--- config.mk ---
export PLATFORM = sky130hd
export DESIGN_NAME = pipe_skid_reg
export DESIGN_NICKNAME = d
export VERILOG_FILES = /design/src/rtl/pipe_skid_reg.sv
export SDC_FILE = /design/constraint.sdc
export NUM_CORES = 1
export LEC_CHECK = 0
export ABC_AREA = 1
export CORE_AREA = 10 10 97 99
export DETAILED_ROUTE_END_ITERATION = 7
export DIE_AREA = 0 0 107 109
export PLACE_DENSITY = 0.69
export SLEW_MARGIN = 5
export SYNTH_ARGS = -nofsm -noshare
export SYNTH_HDL_FRONTEND = slang
export SYNTH_SLANG_ARGS = --single-unit
--- constraint.sdc ---
create_clock -name clk_i -period 3.5 [get_ports clk_i]
set_clock_uncertainty 0.15 [all_clocks]
set_input_delay 0.7 -clock clk_i [delete_from_list [all_inputs] [get_ports clk_i]]
set_output_delay 0.7 -clock clk_i [all_outputs]
set_load 0.01 [all_outputs]
--- src/rtl/pipe_skid_reg.sv ---
// DEPTH chained elastic stages (main + skid register each); one edge of latency per stage.
// Upstream ready is registered (~skid_valid of stage 0); synchronous flush clears all valids.
module pipe_skid_reg #(
  parameter int WIDTH = 32,
  parameter int DEPTH = 1
) (
  input  logic                           clk_i,
  input  logic                           rst_i,
  input  logic                           flush_i,
  input  logic                           in_valid_i,
  output logic                           in_ready_o,
  input  logic [WIDTH-1:0]               data_i,
  output logic                           out_valid_o,
  input  logic                           out_ready_i,
  output logic [WIDTH-1:0]               data_o,
  output logic [$clog2(2*DEPTH+1)-1:0]   occupancy_o
);

  localparam int OCC_W = $clog2(2*DEPTH+1);

  logic [DEPTH-1:0]            m_v;
  logic [DEPTH-1:0]            s_v;
  logic [DEPTH-1:0]            up_valid;
  logic [DEPTH-1:0]            dn_ready;
  logic [DEPTH-1:0][WIDTH-1:0] m_d;
  logic [DEPTH-1:0][WIDTH-1:0] up_data;

  for (genvar k = 0; k < DEPTH; k++) begin : g_stage
    logic             mv_q;
    logic             sv_q;
    logic [WIDTH-1:0] md_q;
    logic [WIDTH-1:0] sd_q;
    logic             dn_fire;

    if (k == 0) begin : g_head
      assign up_valid[k] = in_valid_i;
      assign up_data[k]  = data_i;
    end else begin : g_link
      assign up_valid[k] = m_v[k-1];
      assign up_data[k]  = m_d[k-1];
    end

    if (k == DEPTH-1) begin : g_tail
      assign dn_ready[k] = out_ready_i;
    end else begin : g_mid
      assign dn_ready[k] = ~s_v[k+1];
    end

    assign dn_fire = mv_q & dn_ready[k];

    // Skid only fills while main is stuck, so ready can lag by one edge without loss.
    always_ff @(posedge clk_i or posedge rst_i) begin
      if (rst_i) begin
        mv_q <= 1'b0;
        sv_q <= 1'b0;
        md_q <= '0;
        sd_q <= '0;
      end else if (flush_i) begin
        mv_q <= 1'b0;
        sv_q <= 1'b0;
      end else if (sv_q) begin
        if (dn_fire) begin
          md_q <= sd_q;
          sv_q <= 1'b0;
        end
      end else if (!mv_q || dn_fire) begin
        mv_q <= up_valid[k];
        if (up_valid[k]) md_q <= up_data[k];
      end else if (up_valid[k]) begin
        sd_q <= up_data[k];
        sv_q <= 1'b1;
      end
    end

    assign m_v[k] = mv_q;
    assign s_v[k] = sv_q;
    assign m_d[k] = md_q;
  end

  assign in_ready_o  = ~s_v[0];
  assign out_valid_o = m_v[DEPTH-1];
  assign data_o      = m_d[DEPTH-1];

  always_comb begin
    occupancy_o = '0;
    for (int i = 0; i < DEPTH; i++) begin
      occupancy_o = occupancy_o + OCC_W'(m_v[i]) + OCC_W'(s_v[i]);
    end
  end

endmodule

==> results.txt, run 1 <==
Vias/cell: 4.71
Distinct cells, synth: 17
Layout area overhead: 31.5%
CP Max Fanout: 35
post-layout min period: 2770 ps
1st-pass router iterations: 5
Diodes inserted: 0
worst min-delay path class: register to register
CTS max path bufs: 2
mux cell area share after synthesis: 0%
Leak Pwr: 2.00 nW
Max Freq: 0.361 GHz
Buf+Inv Stages, Crit Path: 1
total die area: 11700 µm²
share of layout cells above drive strength 1: 12.1%
Layout fillers: 724
global-route wire length before repair: 12.3 mm
Routed WL: 7.37 mm
CP Launch Type: register
FP Rows: 32
core box area: 7530 µm²
commonest non-fill, non-tap cell in the layout: nand2_1
Die Y: 109 µm
critical path's slowest cell: dfrtp_2
Synth Area in Compound Gates: 13.4%
initial antenna violation count: 0
Final GP Congestion: 0.783
Critical Path RT: 2650 ps
post-route setup TNS: 0 ps
Synth area leader: dfrtp_1
DRC Markers: 0
CTS tree: built
hold_ws: 319 ps
Cells after Synth: 365
Worst Path Arrival: 1920 ps
clk sinks: 66
reg2reg setup slack: 1170 ps
root buffer cell: clkbuf_8
GRT Overall Usage: 13.2%
most frequent cells in the layout: nand2_1 (132), clkdlybuf4s50_1 (72), dfrtp_1 (65), inv_1 (36), nand3_1 (32)
WS Path Type: register to output pin
Yosys Warn Count: 0
Synth Area in XOR/XNOR: 0%
Port Buffers: 72
antenna viol nets, final: 0
Worst-path clk slew: 70 ps
Power Total: 2.47 mW
Simple-Gate Fraction of Synth Area: 22.2%
Power Density: 600 nW/µm²
largest net degree at the start of global routing: 38
Starting Density: 41.6%
max-cap violations: 0
synthesized net count: 403
# hold bufs at CTS: 0
CTS Buf Count: 9
sequential area share after synthesis: 52.8%
CTS resizes: 0
io pins: 73
routed len/inst: 13.7 µm
fin crit share: 79.1%
H-tree depth: 3
Worst slew margin: 64.0%
vias in the first global route: 2518
Syn Area/Cell: 8.57 µm²
Post-CTS Setup Inserts: 0
CP Capture Type: output pin
Peak VDD IR: 0.230 mV
top post-synthesis cells by area: dfrtp_1 (53%), nand2_1 (16%), o21ai_2 (6.2%), nand3_1 (5.1%), buf_6 (5.0%)
detailed placement HPWL: 5.21 mm
RSZ-0062 raised after global routing: no
Synth top area share: 52.8%
status: completed
Nets: 470
main combinational cell family by area after synthesis: simple AND/OR/NAND/NOR gates
GRT overflow: 0
die width: 107 µm
fin. max-slew vios: 0
Synth Area in Adders: 0.400%
Via Count: 2538
Worst-Skew Late Latency: 350 ps
register bit total from synthesis: 66
cell area after synthesis: 3130 µm²
DR iter-0 viols: 144
Final Hold Viols: 0
delay of the slowest critical-path stage: 710 ps
critical path cell sequence: ha_1, clkdlybuf4s50_1
Final setup viols: 0
cell family with most CP delay: flip-flops
Least-Margin Pin Slew: 540 ps
## flip-flops by register name (all words and copies together) (netlist names)
name,flops
g_stage.sv_q,1
g_stage.sd_q,32
data_o,32
out_valid_o,1
## routing by layer
layer	track usage, %	wire (µm)	vias to the layer above
met5	0	0	-
met4	5.61	109	0
met3	4.90	520	12
met2	20.7	3330	68
met1	16.0	3410	1173
li1	-	-	1285
## through the flow
step	util (%)	area (µm²)	std cells	worst slack, ps
2_1_floorplan	-	3130	365	995
3_3_place_gp	50.9	3830	523	960
3_5_place_dp	50.9	3830	523	932
4_1_cts	54.7	4110	539	723
5_1_grt	54.7	4110	539	644
6_report	54.7	4110	539	731
## where the power goes
part | total [mW] | internal, mW | switching (mW) | leakage (nW)
clock | 0.900 | 0.604 | 0.296 | 0.143
sequential | 1.04 | 0.939 | 0.102 | 0.829
combinational | 0.528 | 0.279 | 0.249 | 1.03
total | 2.47 | 1.82 | 0.647 | 2.00
## worst paths after layout
kind / startpoint / endpoint / depth (start not counted)
min: data_o[13] / data_o[13] / 2
max in group asynchronous: rst_i / data_o[15] / 3
max: g_stage[0].sv_q / occupancy_o[1] / 2
max reg2reg: g_stage[0].sv_q / g_stage[0].sd_q[10] / 6
min reg2reg: data_o[13] / data_o[13] / 2
min in group asynchronous: rst_i / g_stage[0].sd_q[6] / 2
## cell type report
| type | count | area (µm²) | share of cell area [%] |
|---|---|---|---|
| clock buffer | 12 | 165 | 4.01 |
| multi-input combinational | 238 | 1130 | 27.4 |
| clock inverter | 4 | 120 | 2.92 |
| sequential | 66 | 1650 | 40.2 |
| inverter | 37 | 139 | 3.38 |
| timing repair buffer | 80 | 781 | 19.0 |
| tap | 102 | 128 | 3.10 |
## cell families (layout without fill, tap and decap cells)
logic type,Yosys count,after routing
compound gates,67,67
flops,66,66
buf+inv,61,133
fa+ha+maj,1,1
simple gates,170,170
## worst min-delay path: cells and delay by family (launching register included)
family,cells,cell delay (ps)
flops,1,350
simple gates,2,90
## synthesized netlist by cell type
master / number
o21ai_1: 17
dfrtp_1: 66
ha_1: 1
o211ai_1: 1
o21ai_0: 27
inv_1: 37
buf_2: 5
buf_6: 14
o21ai_2: 22
clkbuf_1: 2
buf_4: 3
nand2_2: 2
nand2_4: 1
nor2_2: 1
nand3_1: 32
nand2_1: 133
nor2_1: 1
Note: power is estimated with default switching activity, not from simulation.
==> run 2: changes to the inputs <==
PLACE_DENSITY = 0.71   (was 0.69)
clock period = 2.5 ns   (was 3.5 ns; I/O delays follow)
==> run 2 against run 1 <==
  * First-iteration DRC count shrank 24%
  * Power is 20% higher
  * Final area fell by 2.3%
  * Wire length decreased by 4.7%
  * Combinational power increased by 42%
  * Cell count stayed put
  * Die area did not move
  * Setup slack lost 520 ps
  * Core utilization fell by 1.3 points
  * Sequential power rose by 39%
  * Non-clock buffer count did not move
  * Critical path type unchanged
  * Largest cell class unchanged
==> results.txt, run 2 (synthesis results as in run 1) <==
status: completed
Final Hold Viols: 0 (unchanged)
CP Capture Type: output pin
worst min-delay path class: register to register
Place WS: 418 ps (-515 ps)
WS Path Type: register to output pin
CP Launch Type: register
Power Density: 737 nW/µm² (+23%)
1st-pass router iterations: 4 (-1)
Buf+Inv Stages, Crit Path: 1 (unchanged)
Max Freq: 0.438 GHz
CTS resizes: 0 (unchanged)
io pins: 73 (unchanged)
routed len/inst: 13.0 µm (-4.7%)
Layout area overhead: 28.4%
detailed placement HPWL: 5.16 mm (-0.89%)
share of layout cells above drive strength 1: 11.4% (-0.69 points)
Worst-path clk slew: 60 ps (about the same)
share of power burned in registers: 49.0% (+6.8 points)
clock power share: 25.7% (-11 points)
sw frac: 29.2% (+3.0 points)
Leak Pwr: 1.95 nW (-2.1%)
reg2reg setup slack: 640 ps (-530 ps)
CP Max Fanout: 5 (-86%)
critical path's slowest cell: clkdlybuf4s50_1
die width: 107 µm (unchanged)
Starting Density: 41.6% (unchanged)
Power Total: 2.96 mW (+20%)
final worst-path setup slack: 215 ps (-516 ps)
Worst slew margin: 72.4% (+8.4 points)
Least-Margin Pin Slew: 414 ps (-127 ps)
reg2reg start: g_stage[0].sv_q
Via Count: 2514 (-0.95%)
global-route wire length before repair: 12.0 mm (-2.0%)
GRT overflow: 0 (unchanged)
Worst Path Arrival: 1640 ps (-280 ps)
CTS tree: built
Worst-Skew Late Latency: 320 ps (-30 ps)
reg2reg path depth: 5 (-1)
Port Buffers: 72 (unchanged)
Design Area, Final: 4020 µm² (-2.3%)
H-tree depth: 3 (unchanged)
Final GP Congestion: 0.763 (-2.5%)
critical path capture point: occupancy_o[0]
CP startpoint: out_valid_o
cell family with most CP delay: buffers and inverters
Peak VDD IR: 0.221 mV (-4.1%)
most frequent cells in the layout: nand2_1 (132), clkdlybuf4s50_1 (72), dfrtp_1 (65), inv_1 (36), nand3_1 (32)
GRT Overall Usage: 12.6% (-0.54 points)
delay of the slowest critical-path stage: 540 ps (-170 ps)
clk sinks: 66 (unchanged)
critical path cell sequence: ha_1, clkdlybuf4s50_1
# hold bufs at CTS: 0 (unchanged)
Final setup viols: 0 (unchanged)
root buffer cell: clkbuf_8
Critical Path RT: 1850 ps (-800 ps)
P_sw: 865 µW (+34%)
Routed WL: 7.02 mm (-4.7%)
post-layout min period: 2290 ps
antenna viol nets, final: 0 (unchanged)
Vias/cell: 4.66 (-0.95%)
RSZ-0062 raised after global routing: no
DRC Markers: 0 (unchanged)
total die area: 11700 µm² (unchanged)
fin. max-slew vios: 0 (unchanged)
CTS Buf Count: 9 (unchanged)
post-route setup TNS: 0 ps (unchanged)
fin crit share: 91.4%
DR iter-0 viols: 109 (-24%)
Die Y: 109 µm (unchanged)
max-cap violations: 0 (unchanged)
initial antenna violation count: 0 (unchanged)
R2R Path End: data_o[24]
Nets: 470 (unchanged)
post-layout util: 53.4% (-1.3 points)
largest net degree at the start of global routing: 66 (+74%)
P_int: 2.09 mW (+15%)
commonest non-fill, non-tap cell in the layout: nand2_1
vias in the first global route: 2486 (-1.3%)
Diodes inserted: 0 (unchanged)
core box area: 7530 µm² (unchanged)
FP Rows: 32 (unchanged)
Combinational Power Share: 25.3% (+3.9 points)
critical path depth: 2 (unchanged)
Post-CTS Setup Inserts: 0 (unchanged)
Post-DP Area: 3850 µm² (+0.65%)
CTS max path bufs: 2 (unchanged)
## run 2: cell count changes in the layout (fill, tap and decap cells not counted)
| cell | change |
|---|---|
| bufinv_16 | -4 |
| clkbuf_1 | +3 |
| clkinv_2 | +3 |
| buf_12 | +2 |
| buf_4 | -2 |
| clkbuf_8 | -2 |
## run 2: cell type report
class	count	area [µm²]
Fill cell	754	3510
Clock buffer	13	149
Clock inverter	3	15.0
Inverter	37	139
Timing Repair Buffer	80	806
Multi-Input combinational cell	238	1130
Sequential cell	66	1650
Tap cell	102	128
## run 2: layer usage
metal / vias to the layer above / wire (µm) / GRT usage [%]
li1: 1287 / - / -
met1: 1162 / 3260 / 15.9
met2: 61 / 3240 / 19.7
met3: 4 / 472 / 4.78
met4: 0 / 48 / 4.06
met5: - / 0 / 0
## run 2: power groups by stage
| stage | clock (mW) | combinational [mW] | sequential, mW |
|---|---|---|---|
| 2_1_floorplan | 0 | 0.366 | 1.50 |
| 3_3_place_gp | 0 | 0.743 | 1.46 |
| 3_5_place_dp | 0 | 0.768 | 1.47 |
| 4_1_cts | 0.777 | 0.768 | 1.45 |
| 5_1_grt | 0.830 | 0.845 | 1.48 |
| 6_report | 0.759 | 0.748 | 1.45 |
## run 2: metrics by stage
step	instances	hold WS [ps]
2_1_floorplan	365	303
3_3_place_gp	523	306
3_5_place_dp	523	307
4_1_cts	539	324
5_1_grt	539	340
6_report	539	322
## run 2: worst min-delay path by stage
stage	startpoint	endpoint	slack [ps]	cells past startpoint
after floorplan	g_stage[0].sd_q[27]	g_stage[0].sd_q[27]	300	2
after global placement	data_o[17]	data_o[17]	310	2
after detailed placement	data_o[7]	data_o[7]	310	2
after CTS	data_o[19]	data_o[19]	320	2
after global routing	data_o[16]	data_o[16]	340	2
final	data_o[25]	data_o[25]	320	2
## run 2: worst min-delay path: cells and delay by family (launching register included)
kind	cells	cell delay [ps]
AND/OR/NAND/NOR	2	90
flip-flops	1	340
